File: config.mk
export PLATFORM = sky130hd
export DESIGN_NAME = ocu_weight_bank_ctrl
export DESIGN_NICKNAME = d
export VERILOG_FILES = /design/src/rtl/ocu_weight_bank_ctrl_pkg.sv /design/src/rtl/ocu_weight_bank_ctrl_weight_index_decoder.sv /design/src/rtl/ocu_weight_bank_ctrl.sv
export SDC_FILE = /design/constraint.sdc
export NUM_CORES = 1
export LEC_CHECK = 0
export CORE_ASPECT_RATIO = 0.9
export CORE_UTILIZATION = 31
export DETAILED_ROUTE_END_ITERATION = 10
export HOLD_SLACK_MARGIN = 0.1
export PLACE_DENSITY = 0.81
export REMOVE_ABC_BUFFERS = 1
export SYNTH_ARGS = -nofsm -noshare
export SYNTH_HDL_FRONTEND = slang
export SYNTH_SLANG_ARGS = --single-unit
File: constraint.sdc
create_clock -name clk_i -period 2.2 [get_ports clk_i]
set_input_delay 0.44 -clock clk_i [delete_from_list [all_inputs] [get_ports clk_i]]
set_output_delay 0.44 -clock clk_i [all_outputs]
set_load 0.03 [all_outputs]
File: src/rtl/ocu_weight_bank_ctrl_pkg.sv
// Shared OCU enums and helpers.
// Holds the pooling mode enum used elsewhere in the OCU and the weight bank
// controller state type. It also provides the helper that maps a
// (block, line, column) save-enable coordinate to its position in the
// weight word stream.
package ocu_weight_bank_ctrl_pkg;

  typedef enum logic [1:0] {
    POOL_NONE,
    POOL_MAX,
    POOL_AVG
  } pooling_type_e;

  typedef enum logic [1:0] {
    IDLE,
    FLUSH,
    LOAD,
    FULL
  } weight_ctrl_state;

  localparam int unsigned DEF_N_I            = 512;
  localparam int unsigned DEF_K              = 3;
  localparam int unsigned DEF_WEIGHT_STAGGER = 8;

  // The stream runs block-fastest, then column, then line:
  // i = (line*K + column)*WS + block
  function automatic int unsigned word_index(input int unsigned block,
                                             input int unsigned line,
                                             input int unsigned column,
                                             input int unsigned ws,
                                             input int unsigned k);
    return (line * k + column) * ws + block;
  endfunction

endpackage

File: src/rtl/ocu_weight_bank_ctrl_weight_index_decoder.sv
// Weight index decoder.
// Turns the running word counter into a one-hot save enable over the
// [block][line][column] latch grid. The decoder is purely combinational.
// Ports:
//   strobe      in   1                    a word is accepted this cycle
//   word_idx    in   CNT_WIDTH            index of the word being accepted
//   save_enable out  [0:WS-1][0:K-1][0:K-1] one-hot (all zero when !strobe)
module ocu_weight_bank_ctrl_weight_index_decoder
  import ocu_weight_bank_ctrl_pkg::*;
#(
  parameter int unsigned K         = 3,
  parameter int unsigned WS        = 8,
  parameter int unsigned CNT_WIDTH = 7
) (
  input  logic                              strobe,
  input  logic [CNT_WIDTH-1:0]              word_idx,
  output logic [0:WS-1][0:K-1][0:K-1]       save_enable
);

  for (genvar gi = 0; gi < WS; gi++) begin : g_block
    for (genvar gl = 0; gl < K; gl++) begin : g_line
      for (genvar gc = 0; gc < K; gc++) begin : g_col
        localparam int unsigned IDX = word_index(gi, gl, gc, WS, K);
        assign save_enable[gi][gl][gc] = strobe && (word_idx == CNT_WIDTH'(IDX));
      end
    end
  end

endmodule

File: src/rtl/ocu_weight_bank_ctrl.sv
// OCU weight bank controller.
// Sequences kernel loading into the shadow half of the double-buffered weight
// banks. On a load request it first flushes the shadow bank for one cycle.
// It then accepts NUM_WORDS weight words over valid/ready and strobes one save
// enable per accepted word. A swap request on a fully loaded shadow bank makes
// that bank the active (read) bank.
// Ports:
//   clk_i, rst_ni           clock, async active-low reset
//   load_start_i            start loading a new kernel into the shadow bank
//   abort_i                 cancel any activity, invalidate shadow bank
//   weights_valid_i/ready_o word handshake (data itself goes straight to the OCU)
//   swap_req_i/swap_ack_o   level swap request / same-cycle acknowledge
//   testmode_i              forces all latch test enables
//   weights_read_bank_o     active bank; weights_save_bank_o is its complement
//   weights_save_enable_o   one-hot save strobe per accepted word
//   weights_test_enable_o   all ones in test mode
//   weights_flush_o         flush of the shadow bank
//   shadow_valid_o          shadow bank holds a complete kernel
//   load_done_o             pulse in the cycle after the last word was accepted
//   busy_o                  flushing or loading
module ocu_weight_bank_ctrl
  import ocu_weight_bank_ctrl_pkg::*;
#(
  parameter int unsigned N_I            = DEF_N_I,
  parameter int unsigned K              = DEF_K,
  parameter int unsigned WEIGHT_STAGGER = DEF_WEIGHT_STAGGER
) (
  input  logic                                          clk_i,
  input  logic                                          rst_ni,
  input  logic                                          load_start_i,
  input  logic                                          abort_i,
  input  logic                                          weights_valid_i,
  output logic                                          weights_ready_o,
  input  logic                                          swap_req_i,
  output logic                                          swap_ack_o,
  input  logic                                          testmode_i,
  output logic                                          weights_read_bank_o,
  output logic                                          weights_save_bank_o,
  output logic [0:WEIGHT_STAGGER-1][0:K-1][0:K-1]       weights_save_enable_o,
  output logic [0:WEIGHT_STAGGER-1][0:K-1][0:K-1]       weights_test_enable_o,
  output logic [0:WEIGHT_STAGGER-1]                     weights_flush_o,
  output logic                                          shadow_valid_o,
  output logic                                          load_done_o,
  output logic                                          busy_o
);

  localparam int unsigned NUM_WORDS = K * K * WEIGHT_STAGGER;
  localparam int unsigned CNT_WIDTH = $clog2(NUM_WORDS);
  localparam logic [CNT_WIDTH-1:0] LAST_WORD = CNT_WIDTH'(NUM_WORDS - 1);

  // A word carries N_I/WEIGHT_STAGGER weights, so the split has to be exact.
  if ((N_I % WEIGHT_STAGGER) != 0) begin : g_bad_stagger
    $error("N_I must be divisible by WEIGHT_STAGGER");
  end

  weight_ctrl_state       state_reg, state_next;
  logic [CNT_WIDTH-1:0]   cnt_reg, cnt_next;
  logic                   read_bank_reg, read_bank_next;
  logic                   shadow_valid_reg, shadow_valid_next;
  logic                   load_done_reg, load_done_next;
  logic                   word_accept;

  always_ff @(posedge clk_i or negedge rst_ni) begin
    if (!rst_ni) begin
      state_reg        <= IDLE;
      cnt_reg          <= '0;
      read_bank_reg    <= 1'b0;
      shadow_valid_reg <= 1'b0;
      load_done_reg    <= 1'b0;
    end else begin
      state_reg        <= state_next;
      cnt_reg          <= cnt_next;
      read_bank_reg    <= read_bank_next;
      shadow_valid_reg <= shadow_valid_next;
      load_done_reg    <= load_done_next;
    end
  end

  // Abort blocks acceptance, so no save enable can fire in the abort cycle.
  assign weights_ready_o = (state_reg == LOAD) && !abort_i;
  assign word_accept     = weights_ready_o && weights_valid_i;
  assign swap_ack_o      = (state_reg == FULL) && swap_req_i && !abort_i;
  assign weights_flush_o = (state_reg == FLUSH) ? '1 : '0;
  assign busy_o          = (state_reg == FLUSH) || (state_reg == LOAD);

  always_comb begin
    state_next        = state_reg;
    cnt_next          = cnt_reg;
    read_bank_next    = read_bank_reg;
    shadow_valid_next = shadow_valid_reg;
    load_done_next    = 1'b0;

    if (abort_i) begin
      state_next        = IDLE;
      cnt_next          = '0;
      shadow_valid_next = 1'b0;
    end else begin
      unique case (state_reg)
        IDLE: begin
          if (load_start_i) state_next = FLUSH;
        end
        FLUSH: begin
          cnt_next   = '0;
          state_next = LOAD;
        end
        LOAD: begin
          if (word_accept) begin
            if (cnt_reg == LAST_WORD) begin
              cnt_next          = '0;
              shadow_valid_next = 1'b1;
              load_done_next    = 1'b1;
              state_next        = FULL;
            end else begin
              cnt_next = cnt_reg + 1'b1;
            end
          end
        end
        FULL: begin
          if (swap_req_i) begin
            read_bank_next    = !read_bank_reg;
            shadow_valid_next = 1'b0;
            // The bank that was active becomes the shadow and may be refilled at once.
            state_next        = load_start_i ? FLUSH : IDLE;
          end
        end
        default: state_next = IDLE;
      endcase
    end
  end

  ocu_weight_bank_ctrl_weight_index_decoder #(
    .K         (K),
    .WS        (WEIGHT_STAGGER),
    .CNT_WIDTH (CNT_WIDTH)
  ) u_index_decoder (
    .strobe      (word_accept),
    .word_idx    (cnt_reg),
    .save_enable (weights_save_enable_o)
  );

  assign weights_test_enable_o = testmode_i ? '1 : '0;
  assign weights_read_bank_o   = read_bank_reg;
  assign weights_save_bank_o   = !read_bank_reg;
  assign shadow_valid_o        = shadow_valid_reg;
  assign load_done_o           = load_done_reg;

endmodule

# Yosys cells after proc, flatten, opt, wreduce, memory -nomap -nowiden
# Cells that the tools add are included.
# W data, S select, Z words.
# classes
n_addsub,1
multipliers,0
div,0
order_cmp,0
eq_ne,78
shifts,0
n_mux,22
n_bitwise,1
reduce_logical,87
# ops
cell,count
$eq A7 B6 Y1 const B,32
$eq A7 B5 Y1 const B,16
$logic_and A1 B1 Y1,76
$mux W72,1
$eq A7 B4 Y1 const B,8
$eq A7 B7 Y1 const B,8
$eq A7 B3 Y1 const B,4
$mux W7,3
$eq A7 B2 Y1 const B,2
$pmux W7 S2,1
$mux W2,5
$mux W1,9
$mux W8,1
$pmux W2 S4,1
$reduce_and A4 Y1,2
$add A7 B1 Y7 const B,1
$eq A7 B1 Y1 const B,1
$logic_not A7 Y1,1
$ne A3 B2 Y1 const B,2
$ne A3 B3 Y1 const B,2
$reduce_bool A3 Y1,2
$eq A2 B2 Y1 const B,2
$reduce_and A3 Y1,1
$eq A2 B1 Y1 const B,1
6 further kinds,7
# word_totals
regBits,12
latchBits,0
mem_bits_rw,0
mem_bits_ro,0
in_bits,7
out_inout_bits,159
wordCells,194
memories,0

# Depth between registers and ports, before layout
# Gate-level depths: netlist (run 1).
# logic_depth
depth_word,6
mapped_depth,7
depth_no_buf,6

# By module
# A second synthesis (run 1) with hierarchy kept.
# hier_totals
cells_unflattened,263
area_unflattened_um2,1889.3
# by_module_without_submodules
mod,instances,cells_per_inst,area_per_inst_um2,seq_area_each_um2
ocu_weight_bank_ctrl,1,158,1327.5,300.3
ocu_weight_bank_ctrl_weight_index_decoder,1,105,561.8,0.0

# Worst setup path after synthesis (run 1)
# No wires, ideal clock.
# synth_timing
path_kind,reg2out
startpoint,reg state_reg[0]
endpoint,out weights_save_enable_o[10] in the netlist's numbering
t_arrival_ns,1.932
t_required_ns,1.760
path_slack_ns,-0.172
path_stages_with_launch,8
n_path_buf,1
path_cell_list,dfrtp_1 inv_1 ha_1 nand2b_4 nor3b_4 nand3_1 buf_4 nor2_1
# synth_lines
element,line_no,text
from (decl),ocu_weight_bank_ctrl.sv:56,"weight_ctrl_state state_reg, state_next;"
from (signal assigned),ocu_weight_bank_ctrl.sv:71,state_reg <= state_next;
to (decl),ocu_weight_bank_ctrl.sv:39,"output logic [0:WEIGHT_STAGGER-1][0:K-1][0:K-1] weights_save_enable_o,"

==> results of run 1 <==
## worst max-delay path: cells and delay by family
kind | cells | cell delay (ps)
and+or+nand+nor | 3 | 450
buffers and inverters | 4 | 1000
## timing repair
action,4_1_cts,5_1_grt
cloned,4,0
pin swaps,27,18
endpoints found under the setup margin,80,73
endpoints found under the hold margin,0,0
gates resized for setup,109,107
setup buffers,1,1
## worst max-delay path by stage
stage | startpoint | to
floorplan | state_reg[1]$_DFFE_PN0P_ | cnt_reg[3]$_DFFE_PN0P_
global placement | abort_i | weights_save_enable_o[44]
detailed placement | abort_i | weights_save_enable_o[69]
CTS | state_reg[0]$_DFFE_PN0P_ | weights_save_enable_o[69]
global route | state_reg[0]$_DFFE_PN0P_ | weights_save_enable_o[71]
finish | weights_valid_i | weights_save_enable_o[71]
## logic make-up (layout without fill, tap and decap cells)
| group | count (synthesis) | count (layout) | synth area share [%] |
|---|---|---|---|
| compound gates | 19 | 19 | 6.55 |
| xor+xnor | 6 | 6 | 2.93 |
| fa+ha+maj | 8 | 8 | 5.58 |
| buf+inv | 94 | 124 | 36.7 |
| flops | 12 | 12 | 16.7 |
| mux | 1 | 1 | 0.627 |
| simple gates | 125 | 125 | 30.9 |
## per-stage QoR
stage	TNS, ps	instance area, um2	utilization, %	power (mW)
after global placement	-10860	2100	38.9	1.10
after floorplan	-17410	1160	-	0.775
final	-4150	2940	54.3	1.32
after global routing	-10320	2940	54.3	1.41
after CTS	-6300	2520	46.5	1.29
after detailed placement	-10830	2100	38.9	1.11
## report_power, final
group	internal [mW]	switching [mW]
Combinational	0.308	0.524
Sequential	0.256	0.0347
Clock	0.121	0.0804
## cell type report
type                    instances  area (um2)  area share [%]
repair buffers                114        1200            40.8
multi-input cells             159        1280            43.7
inverters                       7        26.3           0.894
flip-flops and latches         12         304            10.3
clock buffers                   3        41.3            1.41
well taps                      67        83.8            2.85
## synth_stat cells (2+ instances only)
| cell | number |
|---|---|
| sky130_fd_sc_hd__nor2_1 | 82 |
| sky130_fd_sc_hd__buf_4 | 80 |
| sky130_fd_sc_hd__nand2_1 | 21 |
| sky130_fd_sc_hd__dfrtp_1 | 12 |
| sky130_fd_sc_hd__ha_1 | 8 |
| sky130_fd_sc_hd__inv_1 | 7 |
| sky130_fd_sc_hd__o21ai_0 | 7 |
| sky130_fd_sc_hd__nand3_1 | 6 |
| sky130_fd_sc_hd__a21oi_1 | 4 |
| sky130_fd_sc_hd__buf_2 | 4 |
| sky130_fd_sc_hd__xor2_1 | 4 |
| sky130_fd_sc_hd__clkbuf_1 | 3 |
| sky130_fd_sc_hd__nand2b_1 | 3 |
| sky130_fd_sc_hd__and3_1 | 2 |
| sky130_fd_sc_hd__and3b_1 | 2 |
| sky130_fd_sc_hd__nand3b_2 | 2 |
| sky130_fd_sc_hd__nor2b_1 | 2 |
| sky130_fd_sc_hd__o2111ai_1 | 2 |
| sky130_fd_sc_hd__xnor2_1 | 2 |
## placed cells by master (no fill, tap or decap), types with 3 or more instances in the layout
master,netlist,final
sky130_fd_sc_hd__clkdlybuf4s50_1,0,8
sky130_fd_sc_hd__a21oi_1,4,4
sky130_fd_sc_hd__dfrtp_1,12,9
sky130_fd_sc_hd__nand3_1,6,6
sky130_fd_sc_hd__buf_12,0,3
sky130_fd_sc_hd__dfrtp_2,0,3
sky130_fd_sc_hd__ha_1,8,7
sky130_fd_sc_hd__buf_4,80,27
sky130_fd_sc_hd__nor2_1,82,25
sky130_fd_sc_hd__nand2b_1,3,3
sky130_fd_sc_hd__dlygate4sd2_1,0,9
sky130_fd_sc_hd__clkbuf_8,0,3
sky130_fd_sc_hd__o21ai_0,7,7
sky130_fd_sc_hd__nand2_1,21,20
sky130_fd_sc_hd__xor2_1,4,4
sky130_fd_sc_hd__buf_8,0,6
sky130_fd_sc_hd__nor2_4,0,53
sky130_fd_sc_hd__nor2_2,0,4
sky130_fd_sc_hd__inv_1,7,5
sky130_fd_sc_hd__buf_6,0,60
## per-layer routing
| metal | wire (um) | part of all wire (%) | GRT usage (%) | up-vias |
|---|---|---|---|---|
| met4 | 167 | 3.0 | 4.68 | 0 |
| met3 | 419 | 7.5 | 3.31 | 16 |
| li1 | - | - | - | 830 |
| met2 | 2820 | 50 | 28.7 | 103 |
| met5 | 0 | 0 | 0 | - |
| met1 | 2200 | 39 | 17.4 | 815 |
==> results by stage, run 1 <==
Status:
- The run finished, with violations left.
- The final reports fail on negative setup slack.

STA:
- The measured slew at the worst slew-check pin is 586 ps.
- The number of hold violations in the final report is 0.
- On the final layout, the worst clock skew is 1.29 ps.
- On the final layout, the worst hold slack is 535 ps.
- The max-slew violation count is 0.
- The number of setup violations in the final report is 60.
- The shortest clock period the worst path allows after layout is 2340 ps.
- Headroom to the max-slew limit came out at 60.8%.
- In the finished design, the share of the clock period the worst path needs comes to 107%.
- The maximum achievable frequency is 427 MHz.
- The post-layout worst setup margin is -144 ps.
- Setup repair after global routing could not meet its margin everywhere.

Layout:
- The layout filler cell count is 441.
- From synthesis to final layout, the design area changed by 63.6%.
- The final layout contains 312 nets.
- The number of standard cells in the final layout excluding fillers is 362.
- The ratio of cells with drive above 1 in the final layout is 57.3%.
- 0 antenna diodes ended up in the layout.
- The register with the most flip-flops in the layout has 7 of them.

Routing:
- The via count of the routed design is 1764.
- The remaining design rule violation count is 0.
- The post-detailed-route wirelength per cell is 15.5 um.
- In this run the remaining antenna-violating nets after routing total 0.
- Using the TritonRoute via totals, the vias-per-cell ratio works out to 4.87.
- The aggregate routed wire length is 5600 um.
- After the first detailed-routing iteration, the DRC count stood at 43.
- The first detailed-routing pass ran for 4 iterations.

Worst setup path:
- On the critical path, the stage with the largest delay is an instance of sky130_fd_sc_hd__clkdlybuf4s50_1.
- The category of the worst setup path capture point is an output port.
- The kind of critical path is input port to output port.
- The internal reg-to-reg setup slack is 320 ps.
- The largest fanout on the critical path is 5.
- STA puts the critical path data required time at 1760 ps.
- The worst register-to-register path ends at state_reg[0]$_DFFE_PN0P_.
- In this run the critical register-to-register path is launched from cnt_reg[0]$_DFFE_PN0P_.
- The signal on the critical path passes through clkdlybuf4s50_1 > nor3b_4 > buf_6 > nand2_4 > buf_8 > nor2_1 > buf_4.
- The biggest cell delay along the critical path is 480 ps.
- For the worst setup path, the data arrival time is 1900 ps.
- The worst-case reg-to-reg path depth is 5.
- The startpoint kind of the worst setup timing path is an input port.

Clocking:
- The clock latency of the later-clocked register in the worst-skew pair is 240 ps.
- The CTS tree is done.
- TritonCTS created 3 clock buffers.
- CTS built an H-tree with a depth of 1.
- The number of hold buffers added after CTS is 0.
- Clock tree synthesis found a total of 12 sinks.
- After clock tree synthesis, the clock-pin slew on the worst setup and hold paths is 50 ps.
- The maximum root-to-sink buffer count is 2.
- The cell sitting at the root of the clock tree is a sky130_fd_sc_hd__clkbuf_8.

Floorplan:
- Row generation in the floorplan step produced 25 rows.
- The initial utilization of the core area, before any placement, comes to 33.2%.
- The number of top-level pins is 166.
- The die is 82.2 um wide.
- The die area is 6100 um2.
- In this run the vertical extent of the chip is 74.2 um.
- The area inside the core boundary is 5410 um2.

Synthesis:
- The synthesized design contains 0 enable-type register cells.
- Of the synthesized area, sequential elements account for 16.7%.
- The most instantiated flip-flop cell in the synthesis netlist is sky130_fd_sc_hd__dfrtp_1.
- For this run, the number of Yosys warnings is 0.
- The number of different library cells used by synthesis comes to 31.
- The summed instance area of the synthesized netlist is 1800 um2.
- The cell taking the most area after synthesis is sky130_fd_sc_hd__buf_4.
- The post-synthesis cell count is 265.
- Ranked by total cell area, the synthesized netlist is headed by sky130_fd_sc_hd__buf_4 (33%), sky130_fd_sc_hd__nor2_1 (17%), sky130_fd_sc_hd__dfrtp_1 (17%).
- The share of synthesized area in the top cell type comes to 33.4%.
- After synthesis the netlist holds a flip-flop and latch count of 12.
- The post-synthesis average cell area is 6.78 um2.
- The share of synthesized registers carrying an async set or reset is 100%.

Min path:
- The startpoint of the lowest-slack hold path is shadow_valid_o$_DFFE_PN0P_.
- The path with the worst hold slack has its endpoint at shadow_valid_o$_DFFE_PN0P_.
- The worst hold path stage count is 2.
- The path type of the worst min-delay path is flip-flop to flip-flop.

Global routing:
- The number of antenna violations at the first check in global routing is 0.
- The largest net degree at the start of global routing is 73.
- The via count of the first global-routing pass is 1581.
- Global routing finished with a remaining overflow of 0.
- Global routing used 15.4% of the available tracks.
- The first global-routing pass estimated 7310 um of wire.

Placement:
- At the placement stage, the worst setup path has a slack of -238 ps.
- The total half-perimeter wirelength after legalization and detailed placement is 3460 um.
- Counting tap cells, the placed design contains a total of 353 instances.
- The final weighted congestion of routability-driven global placement is 0.817.
- The number of buffers inserted by port buffering is 92.

Run:
- Across the run, the number of max-cap violations was 0.

Power:
- The total power per unit cell area is 451 nW/um2.
- The analysis attributes to cell leakage a power of 1.22 nW.
- The worst IR drop on VDD is 0.000548 V.
Note: power is estimated with default switching activity, not from simulation.
==> inputs of run 2 (changes only) <==
--- a/config.mk
+++ b/config.mk
@@ -6,9 +6,9 @@
 export NUM_CORES = 1
 export LEC_CHECK = 0
 export CORE_ASPECT_RATIO = 0.9
+export CORE_MARGIN = 4
 export CORE_UTILIZATION = 31
 export DETAILED_ROUTE_END_ITERATION = 10
-export HOLD_SLACK_MARGIN = 0.1
 export PLACE_DENSITY = 0.81
 export REMOVE_ABC_BUFFERS = 1
 export SYNTH_ARGS = -nofsm -noshare
==> run 2 against run 1 <==
Against the previous run: the run still ends with negative setup slack left; utilization is 2.6 points lower; critical path depth is 3 higher; first-iteration DRC count grew to 3.9 times the previous value; largest cell class unchanged; largest power group unchanged; highest routed layer unchanged.
==> results by stage, run 2 (same netlist as run 1, synthesis figures left out) <==
Status:
- The run finished, with violations left.
- The final reports fail on negative setup slack.

Run:
- The max capacitance violation total is 0 (unchanged).

Floorplan:
- The area inside the core boundary came to 5660 um2 (+4.6%).
- The number of top-level pins is 166 (unchanged).
- The height of the die is 80.2 um (+8.1%).
- The horizontal die dimension is 88.2 um (+7.3%).
- The starting density of the core was 31.7% (-1.5 points).
- The die area was 7080 um2 (+16%).
- The floorplan row count is 26 (+4.0%).

Power:
- The overall power consumption is 1.35 mW (+1.9%).
- The worst IR drop on VDD is 0.000311 V (-43%).
- The static power due to leakage came to 1.24 nW (+0.87%).
- The total power per unit cell area is 461 nW/um2 (+2.3%).

Layout:
- The ratio of cells with drive above 1 in the final layout is 58.1% (+0.77 points).
- The total inserted antenna cells is 0 (unchanged).
- The area growth from synthesis to layout is 63.0%.
- In the layout the commonest cells are sky130_fd_sc_hd__buf_6 (63), sky130_fd_sc_hd__nor2_4 (44), sky130_fd_sc_hd__buf_4 (28).
- The number of flip-flops in the largest register is 7 (unchanged).
- The final layout net count is 315 (+0.96%).
- Leaving out fill and tap cells, the most frequent cell in the layout is sky130_fd_sc_hd__buf_6.

Clocking:
- The clock sink count is 12 (unchanged).
- The cell at the root of the clock tree is sky130_fd_sc_hd__clkbuf_8.
- The clock latency of the later-clocked register in the worst-skew pair is 250 ps (about the same).
- The clock input transition at the sequential cells of the worst setup and hold paths came to 50 ps (about the same).
- TritonCTS built the clock tree.
- The number of clock buffers inserted by TritonCTS was 3 (unchanged).
- The maximum root-to-sink buffer count is 2 (unchanged).
- The total number of H-tree levels is 1 (unchanged).

Worst setup path:
- The largest fanout on the critical path is 6 (+1).
- The kind of critical path is flip-flop to output port.
- The startpoint kind of the worst setup timing path is a flip-flop.
- The arrival time of data at the critical path endpoint is 1930 ps (+30 ps).
- STA classifies the critical path endpoint as an output port.
- The worst endpoint required time was 1760 ps (about the same).

Routing:
- The detail-routed via count per cell came to 5.01 (+2.7%).
- The aggregate routed wire length was 6480 um (+16%).
- The via count of the routed design is 1842 (+4.4%).
- The number of iterations in the first detailed-routing pass was 4 (unchanged).
- The remaining antenna violation count after routing came to 0 (unchanged).
- The post-detailed-route wirelength per cell is 17.6 um (+14%).
- The number of DRC markers in iteration 0 is 166 (+290%).
- The remaining design rule violation count came to 0 (unchanged).

STA:
- The final setup skew came to 4.09 ps (+2.80 ps).
- The max-slew violation count is 0 (unchanged).
- The post-layout worst setup margin is -172 ps (-27.8 ps).
- The number of setup violations in the final report came to 67 (+12%).
- The measured slew at the worst slew-check pin was 596 ps (+9.80 ps).
- The ratio of final minimum period to clock period was 108% (+1.3 points).
- The number of hold violations in the final report is 0 (unchanged).
- The worst hold margin came to 531 ps (-4.67 ps).
- The shortest clock period the worst path allows after layout is 2370 ps (+27.8 ps).
- The maximum achievable frequency is 422 MHz (-1.2%).
- The max-slew headroom at the worst pin came to 60.1% (-0.66 points).
- Setup repair after global routing could not meet its margin everywhere.

Global routing:
- The largest net degree at the start of global routing is 73 (unchanged).
- The remaining global-route overflow is 0 (unchanged).
- The overall global routing resource usage is 15.2% (-0.21 points).
- The first-pass GRT wire length is 8550 um (+17%).
- The via count of the first global-routing pass came to 1657 (+4.8%).
- The number of antenna violations at the first check in global routing is 0 (unchanged).

Placement:
- The total half-perimeter wirelength after legalization and detailed placement is 3740 um (+8.3%).
- The final weighted congestion of routability-driven global placement came to 0.878 (+7.5%).
- The pre-CTS setup slack came to -240 ps (-2.25 ps).
- The number of buffers inserted by port buffering was 92 (unchanged).

Min path:
- The path type of the worst min-delay path is flip-flop to flip-flop.
-- run 2: changes by cell type in the layout (fill, tap and decap cells not counted), moves of 2 or more --
cell / previous run / this run
sky130_fd_sc_hd__dlygate4sd2_1: 9 / 11
sky130_fd_sc_hd__buf_8: 6 / 4
sky130_fd_sc_hd__nand2_2: 0 / 5
sky130_fd_sc_hd__buf_6: 60 / 63
sky130_fd_sc_hd__nor2_2: 4 / 12
sky130_fd_sc_hd__nand2_1: 20 / 16
sky130_fd_sc_hd__nor2_4: 53 / 44
sky130_fd_sc_hd__dfrtp_2: 3 / 0
sky130_fd_sc_hd__dfrtp_1: 9 / 12
-- run 2: worst paths after layout --
kind,slack [ps],start,endpoint,cells past startpoint
max,-170,state_reg[0]$_DFFE_PN0P_,weights_save_enable_o[41],10
min,530,shadow_valid_o$_DFFE_PN0P_,shadow_valid_o$_DFFE_PN0P_,2
max reg2reg,80,state_reg[0]$_DFFE_PN0P_,cnt_reg[3]$_DFFE_PN0P_,7
min reg2reg,530,shadow_valid_o$_DFFE_PN0P_,shadow_valid_o$_DFFE_PN0P_,2
max in group asynchronous,1240,rst_ni,weights_read_bank_o$_DFFE_PN0P_,1
min in group asynchronous,570,rst_ni,cnt_reg[6]$_DFFE_PN0P_,1
-- run 2: cell type report --
cell class / count / area [um2]
fillers: 467 / 2730
multi-input cells: 159 / 1250
repair buffers: 117 / 1220
flip-flops and latches: 12 / 300
well taps: 70 / 87.6
clock buffers: 3 / 41.3
inverters: 7 / 26.3
-- run 2: per-stage QoR --
| stage | cell area, um2 | TNS (ps) | std cells | util, % |
|---|---|---|---|---|
| 3_5_place_dp | 2130 | -11880 | 357 | 37.6 |
| 3_3_place_gp | 2130 | -10220 | 357 | 37.6 |
| 6_report | 2930 | -4280 | 368 | 51.7 |
| 4_1_cts | 2630 | -2280 | 366 | 46.4 |
| 2_1_floorplan | 1160 | -17410 | 178 | - |
| 5_1_grt | 2930 | -9300 | 368 | 51.7 |
-- run 2: critical path, cell delays in order, from the launching register on --
cell and delay, ps:
sky130_fd_sc_hd__dfrtp_1 390, sky130_fd_sc_hd__inv_2 80, sky130_fd_sc_hd__ha_4 140, sky130_fd_sc_hd__nand2b_4 70
sky130_fd_sc_hd__nor3b_4 170, sky130_fd_sc_hd__buf_6 150, sky130_fd_sc_hd__buf_6 100, sky130_fd_sc_hd__nand3b_4 90
sky130_fd_sc_hd__buf_6 170, sky130_fd_sc_hd__nor2_2 150, sky130_fd_sc_hd__buf_6 150
-- run 2: repair_timing --
action	in CTS	in global routing
setup buffers	3	1
pin swaps	28	6
hold buffers	0	0
resized for setup	122	79
endpoints found under the setup margin	81	70
gates cloned	3	1
-- run 2: metal layers --
layer	GRT usage [%]	wire length, um
met5	0	0
met4	4.53	224
met3	3.59	402
met2	27.9	3680
met1	17.2	2170
-- run 2: where the power goes --
part / internal, mW / total [mW] / switching (mW)
registers: 0.255 / 0.283 / 0.0288
clock network: 0.121 / 0.213 / 0.0914
logic: 0.311 / 0.853 / 0.542
